===== config.mk =====
export PLATFORM = sky130hd
export DESIGN_NAME = vector_list_player
export DESIGN_NICKNAME = d
export VERILOG_FILES = /design/src/rtl/vector_pkg.sv /design/src/rtl/vector_hold_timer.sv /design/src/rtl/vector_list_player.sv
export SDC_FILE = /design/constraint.sdc
export NUM_CORES = 1
export LEC_CHECK = 0
export CAP_MARGIN = 20
export CORE_MARGIN = 2
export CORE_UTILIZATION = 44
export CTS_CLUSTER_DIAMETER = 80
export DETAILED_ROUTE_END_ITERATION = 8
export PLACE_DENSITY = 0.76
export RECOVER_POWER = 50
export SLEW_MARGIN = 15
export SYNTH_ARGS = -nofsm -noshare
export SYNTH_HDL_FRONTEND = slang
export SYNTH_HIERARCHICAL = 1
export SYNTH_SLANG_ARGS = --single-unit
export TNS_END_PERCENT = 50

===== constraint.sdc =====
create_clock -name clk -period 2.38 [get_ports clk]
set_input_delay 0.357 -clock clk [delete_from_list [all_inputs] [get_ports clk]]
set_output_delay 0.357 -clock clk [all_outputs]
set_load 0.01 [all_outputs]

===== src/rtl/vector_pkg.sv =====
// Shared vector display list types: ROM entry layout and entry kind encoding.
// Screen ROMs build their contents with make_entry so every list uses the same layout.
package vector_pkg;

   localparam int VEC_ENTRY_W = 18;

   typedef struct packed {
      logic [7:0] x;
      logic [7:0] y;
      logic       line;
      logic       pos;
   } vec_entry_t;

   typedef enum logic [1:0] {
      VK_INVALID = 2'b00,
      VK_MOVE    = 2'b01,
      VK_DRAW    = 2'b10,
      VK_END     = 2'b11
   } vec_kind_e;

   function automatic vec_kind_e entry_kind(input vec_entry_t e);
      return vec_kind_e'({e.line, e.pos});
   endfunction

   function automatic vec_entry_t make_entry(input vec_kind_e kind,
                                             input logic [7:0] x,
                                             input logic [7:0] y);
      vec_entry_t e;
      e.x    = x;
      e.y    = y;
      e.line = kind[1];
      e.pos  = kind[0];
      return e;
   endfunction

endpackage


===== src/rtl/vector_hold_timer.sv =====
// Loadable down-counter with a zero flag; times both the move settle and draw hold.
// Stops at zero so a missed reload can never wrap into a long hold.
module vector_hold_timer #(
   parameter int W = 6
) (
   input  logic         clk,
   input  logic         rst_n,
   input  logic         load,
   input  logic [W-1:0] load_value,
   input  logic         dec,
   output logic         zero
);

   logic [W-1:0] count;

   always_ff @(posedge clk or negedge rst_n) begin
      if (!rst_n) begin
         count <= '0;
      end else if (load) begin
         count <= load_value;
      end else if (dec && (count != '0)) begin
         count <= count - W'(1);
      end
   end

   assign zero = (count == '0);

endmodule


===== src/rtl/vector_list_player.sv =====
// Plays one vector display list from a combinational point ROM into the X/Y DAC
// registers and beam enable, from base_addr up to the terminator entry.
module vector_list_player
   import vector_pkg::*;
#(
   parameter int ADDRESSWIDTH = 6,
   parameter int DATAWIDTH    = 18,
   parameter int MOVE_CYCLES  = 16,
   parameter int DRAW_CYCLES  = 64,
   parameter int MAX_ENTRIES  = 32
) (
   input  logic                    clk,
   input  logic                    rst_n,
   input  logic                    start,
   input  logic [ADDRESSWIDTH-1:0] base_addr,
   output logic [ADDRESSWIDTH-1:0] rom_addr,
   input  logic [DATAWIDTH-1:0]    rom_data,
   output logic [7:0]              x_out,
   output logic [7:0]              y_out,
   output logic                    beam_on,
   output logic                    busy,
   output logic                    done,
   output logic                    err
);

   localparam logic [2:0] ST_IDLE      = 3'd0;
   localparam logic [2:0] ST_FETCH     = 3'd1;
   localparam logic [2:0] ST_MOVE_HOLD = 3'd2;
   localparam logic [2:0] ST_DRAW_HOLD = 3'd3;
   localparam logic [2:0] ST_FINISH    = 3'd4;

   localparam int HOLD_MAX = (DRAW_CYCLES > MOVE_CYCLES) ? DRAW_CYCLES : MOVE_CYCLES;
   localparam int HOLD_W   = (HOLD_MAX > 1) ? $clog2(HOLD_MAX) : 1;
   localparam int CNT_W    = (MAX_ENTRIES > 1) ? $clog2(MAX_ENTRIES) : 1;

   localparam logic [HOLD_W-1:0] MOVE_LOAD  = HOLD_W'(MOVE_CYCLES - 1);
   localparam logic [HOLD_W-1:0] DRAW_LOAD  = HOLD_W'(DRAW_CYCLES - 1);
   localparam logic [CNT_W-1:0]  LAST_ENTRY = CNT_W'(MAX_ENTRIES - 1);

   logic [2:0]        state;
   logic [CNT_W-1:0]  entry_count;
   vec_entry_t        entry;
   vec_kind_e         kind;
   logic              at_limit;
   logic              hold_load;
   logic [HOLD_W-1:0] hold_value;
   logic              hold_dec;
   logic              hold_zero;

   assign entry    = rom_data;
   assign kind     = entry_kind(entry);
   assign at_limit = (entry_count == LAST_ENTRY);

   // The timer is armed only when a MOVE or DRAW is actually accepted at FETCH.
   always_comb begin
      hold_load  = 1'b0;
      hold_value = MOVE_LOAD;
      hold_dec   = 1'b0;
      if (state == ST_FETCH && !at_limit && (kind == VK_MOVE || kind == VK_DRAW)) begin
         hold_load  = 1'b1;
         hold_value = (kind == VK_DRAW) ? DRAW_LOAD : MOVE_LOAD;
      end
      if (state == ST_MOVE_HOLD || state == ST_DRAW_HOLD) begin
         hold_dec = 1'b1;
      end
   end

   vector_hold_timer #(
      .W(HOLD_W)
   ) u_hold_timer (
      .clk       (clk),
      .rst_n     (rst_n),
      .load      (hold_load),
      .load_value(hold_value),
      .dec       (hold_dec),
      .zero      (hold_zero)
   );

   always_ff @(posedge clk or negedge rst_n) begin
      if (!rst_n) begin
         state       <= ST_IDLE;
         rom_addr    <= '0;
         entry_count <= '0;
         x_out       <= '0;
         y_out       <= '0;
         beam_on     <= 1'b0;
         busy        <= 1'b0;
         done        <= 1'b0;
         err         <= 1'b0;
      end else begin
         done <= 1'b0;
         err  <= 1'b0;
         case (state)
            ST_IDLE: begin
               if (start) begin
                  rom_addr    <= base_addr;
                  entry_count <= '0;
                  busy        <= 1'b1;
                  state       <= ST_FETCH;
               end
            end
            // A terminator wins over the entry limit; anything else at the limit aborts.
            ST_FETCH: begin
               if (kind == VK_END) begin
                  beam_on <= 1'b0;
                  done    <= 1'b1;
                  busy    <= 1'b0;
                  state   <= ST_FINISH;
               end else if (kind == VK_INVALID || at_limit) begin
                  beam_on <= 1'b0;
                  err     <= 1'b1;
                  busy    <= 1'b0;
                  state   <= ST_FINISH;
               end else begin
                  x_out       <= entry.x;
                  y_out       <= entry.y;
                  beam_on     <= (kind == VK_DRAW);
                  entry_count <= entry_count + CNT_W'(1);
                  state       <= (kind == VK_DRAW) ? ST_DRAW_HOLD : ST_MOVE_HOLD;
               end
            end
            ST_MOVE_HOLD, ST_DRAW_HOLD: begin
               if (hold_zero) begin
                  rom_addr <= rom_addr + ADDRESSWIDTH'(1);
                  state    <= ST_FETCH;
               end
            end
            ST_FINISH: begin
               state <= ST_IDLE;
            end
            default: begin
               beam_on <= 1'b0;
               busy    <= 1'b0;
               state   <= ST_IDLE;
            end
         endcase
      end
   end

endmodule


==> impl_metrics.ini <==
[run_status]
status = completed

[clocking]
cts_hold_buf = 0
cts_buffer_depth = 2
cts_setup_buffers = 0
cts.sinks = 40
clock_tree.root_cell = clkbuf_8
h-tree-depth = 2
clk_pin_slew_ns = 0.07
cts_resized = 0
clk_latency_ns = 0.29
cts_buffers = 5
cts_tree = yes

[floorplan]
start_util_pct = 46.4
row_count = 24
die_w_um = 72.4
die_h_um = 72.4
dieArea_um2 = 5250
core-area_um2 = 4440
ioPinCount = 53

[synthesis]
synth_cell_type_count = 48
yosysTopAreaCell = dfrtp_1
syn_area_per_cell_um2 = 11.0
synthMostInstantiatedCell = dfrtp_1
yosys_warnings = 6
synth_top_area_share_pct = 48.6
synth_async_sr_flop_share_pct = 100
synth_commonest_cells = 40 x dfrtp_1, 16 x mux2_2, 13 x nand3_1, 11 x inv_1
synth_edf_count = 0
ys_ff_latch = 40
syn_inst = 188
yosysSeqAreaShare_pct = 48.6
syn_area_um2 = 2060
yosys-top-cells-area = dfrtp_1 49%, mux2_2 8.7%, ha_1 4.9%
synthFlopType = dfrtp_1

[drt]
drc_errors = 0
wirelength_um = 4230
drt_iter0_drc = 94
via_per_inst = 5.74
final_antenna_net_count = 0
drtPass1Iterations = 4
dr_total_vias = 1728
post_drt_wl_per_cell_um = 14.0

[sta]
setup_violations = 0
slew_violations = 0
rsz0062_at_grt = false
hold_violations = 0
hold_ws_ns = 0.225
period_needed_ns = 2.28
relSlewSlack_pct = 33.0
timing.setup.tns_ns = 0
fmax_ghz = 0.440
finClkSkew_ns = 0.00578
finalCritPeriodShare_pct = 95.6
max_slew.worst_pin.slew_ns = 1.00

[grt]
antenna_found_initial = 0
grt_pass1_vias = 1634
grt_pass1_wl_um = 7410
grt-ovfl-total = 0
track_usage_pct = 18.0
grt_max_degree = 41

[placement]
place_area_um2 = 2680
gp_congestion = 0.813
port_buffers = 52
hpwlAfterDp_um = 2970

[finish]
fin_util_pct = 62.2
finalNetCount = 284
final_area_um2 = 2760
drive_above_1_share_pct = 14.9
antennaDiodeCount = 0
fillers = 361
area_growth_pct = 34.1

[setup_path]
cp-end-kind = flop
path_buf_inv = 1
arrival_ns = 2.50
cpMaxStageDelayCell = or4_1
path_common_cell = ha_1
crit_family = simple AND/OR/NAND/NOR gates
path_class = reg -> reg
slowest_delay_ns = 0.47
cp-start-kind = flop
crit_fanout = 6
cp_cell_sequence = ha_1, and3_1, ha_1, or3_4, buf_4, or4_1, nand3_1
cp.required_ns = 2.61
reg2reg_slack_ns = 0.10

[power_and_ir_drop]
power.leakage_nw = 1.18
power_mw = 3.23
ir_worst_vdd_uv = 660
power.density_nw_per_um2 = 1170

[run]
max_cap_viol_count = 0

[hold_path]
hp-class = in -> async
[routing by layer]
layer	track usage, %	part of all wire, %	wire length [um]	vias up
met5	0	0	0	-
met4	7.61	1.5	62	0
met3	4.03	5.5	234	9
met2	26.7	46	1940	58
met1	25.4	47	2000	839
li1	-	-	-	822
[area by class of cell]
| cell class | instances | area, um^2 | share of cell area (%) |
|---|---|---|---|
| well taps | 52 | 65.1 | 2.36 |
| inverters | 12 | 45.0 | 1.63 |
| clock inverters | 2 | 12.5 | 0.453 |
| clock buffers | 5 | 68.8 | 2.49 |
| multi-input cells | 130 | 982 | 35.6 |
| repair buffers | 60 | 588 | 21.3 |
| flip-flops and latches | 40 | 1000 | 36.2 |
[registers in the layout, summed over array words and instances (netlist names)]
register and count:
x_out 8, y_out 8, rom_addr 6, u_hold_timer/count 6, entry_count 5, state 3, beam_on 1, busy 1
done 1, err 1
[path summary, 6_finish.rpt]
path                                       startpoint                         end  cells past startpoint
hold reg to reg                  y_out[2]$_DFFE_PN0P_        y_out[2]$_DFFE_PN0P_                      1
max in group asynchronous                       rst_n        y_out[1]$_DFFE_PN0P_                      1
hold / removal                                  rst_n        x_out[7]$_DFFE_PN0P_                      1
setup / recovery           entry_count[0]$_DFFE_PN0P_  entry_count[3]$_DFFE_PN0P_                      7
setup reg to reg           entry_count[0]$_DFFE_PN0P_  entry_count[3]$_DFFE_PN0P_                      7
min in group clk                 y_out[2]$_DFFE_PN0P_        y_out[2]$_DFFE_PN0P_                      1
[where the power goes]
group | internal [mW] | switching (mW) | total (mW) | leakage, nW
Clock | 0.198 | 0.233 | 0.431 | 0.0400
Sequential | 0.987 | 0.242 | 1.23 | 0.486
Combinational | 0.865 | 0.700 | 1.57 | 0.653
Total | 2.05 | 1.17 | 3.23 | 1.18
[cell families (layout without fill, tap and decap cells)]
| group | Yosys count | after routing | synth area share [%] |
|---|---|---|---|
| compound gates | 44 | 44 | 15.4 |
| fa+ha+maj | 8 | 8 | 4.86 |
| buf+inv | 21 | 79 | 4.55 |
| flops | 40 | 40 | 48.6 |
| mux | 18 | 18 | 9.71 |
| other cells | 1 | 4 | 0.182 |
| simple gates | 56 | 56 | 16.8 |
[layout by cell type (no fill, tap or decap), drive strengths merged, types with 5 or more instances in the layout]
master	count
o211ai	8
inv	11
nand3	13
dfrtp	40
dlygate4sd3	11
clkbuf	6
mux2	16
buf	8
o21ai	5
nand2	6
ha	8
nor2	7
a21oi	5
clkdlybuf4s50	40
[metrics by stage]
step	worst slack, ns	cells
4_1_cts	0.0769	301
3_3_place_gp	0.128	294
2_1_floorplan	0.0246	191
5_1_grt	0.0130	301
6_report	0.105	301
3_5_place_dp	0.0873	294
Power figures use the tool's default switching activity.
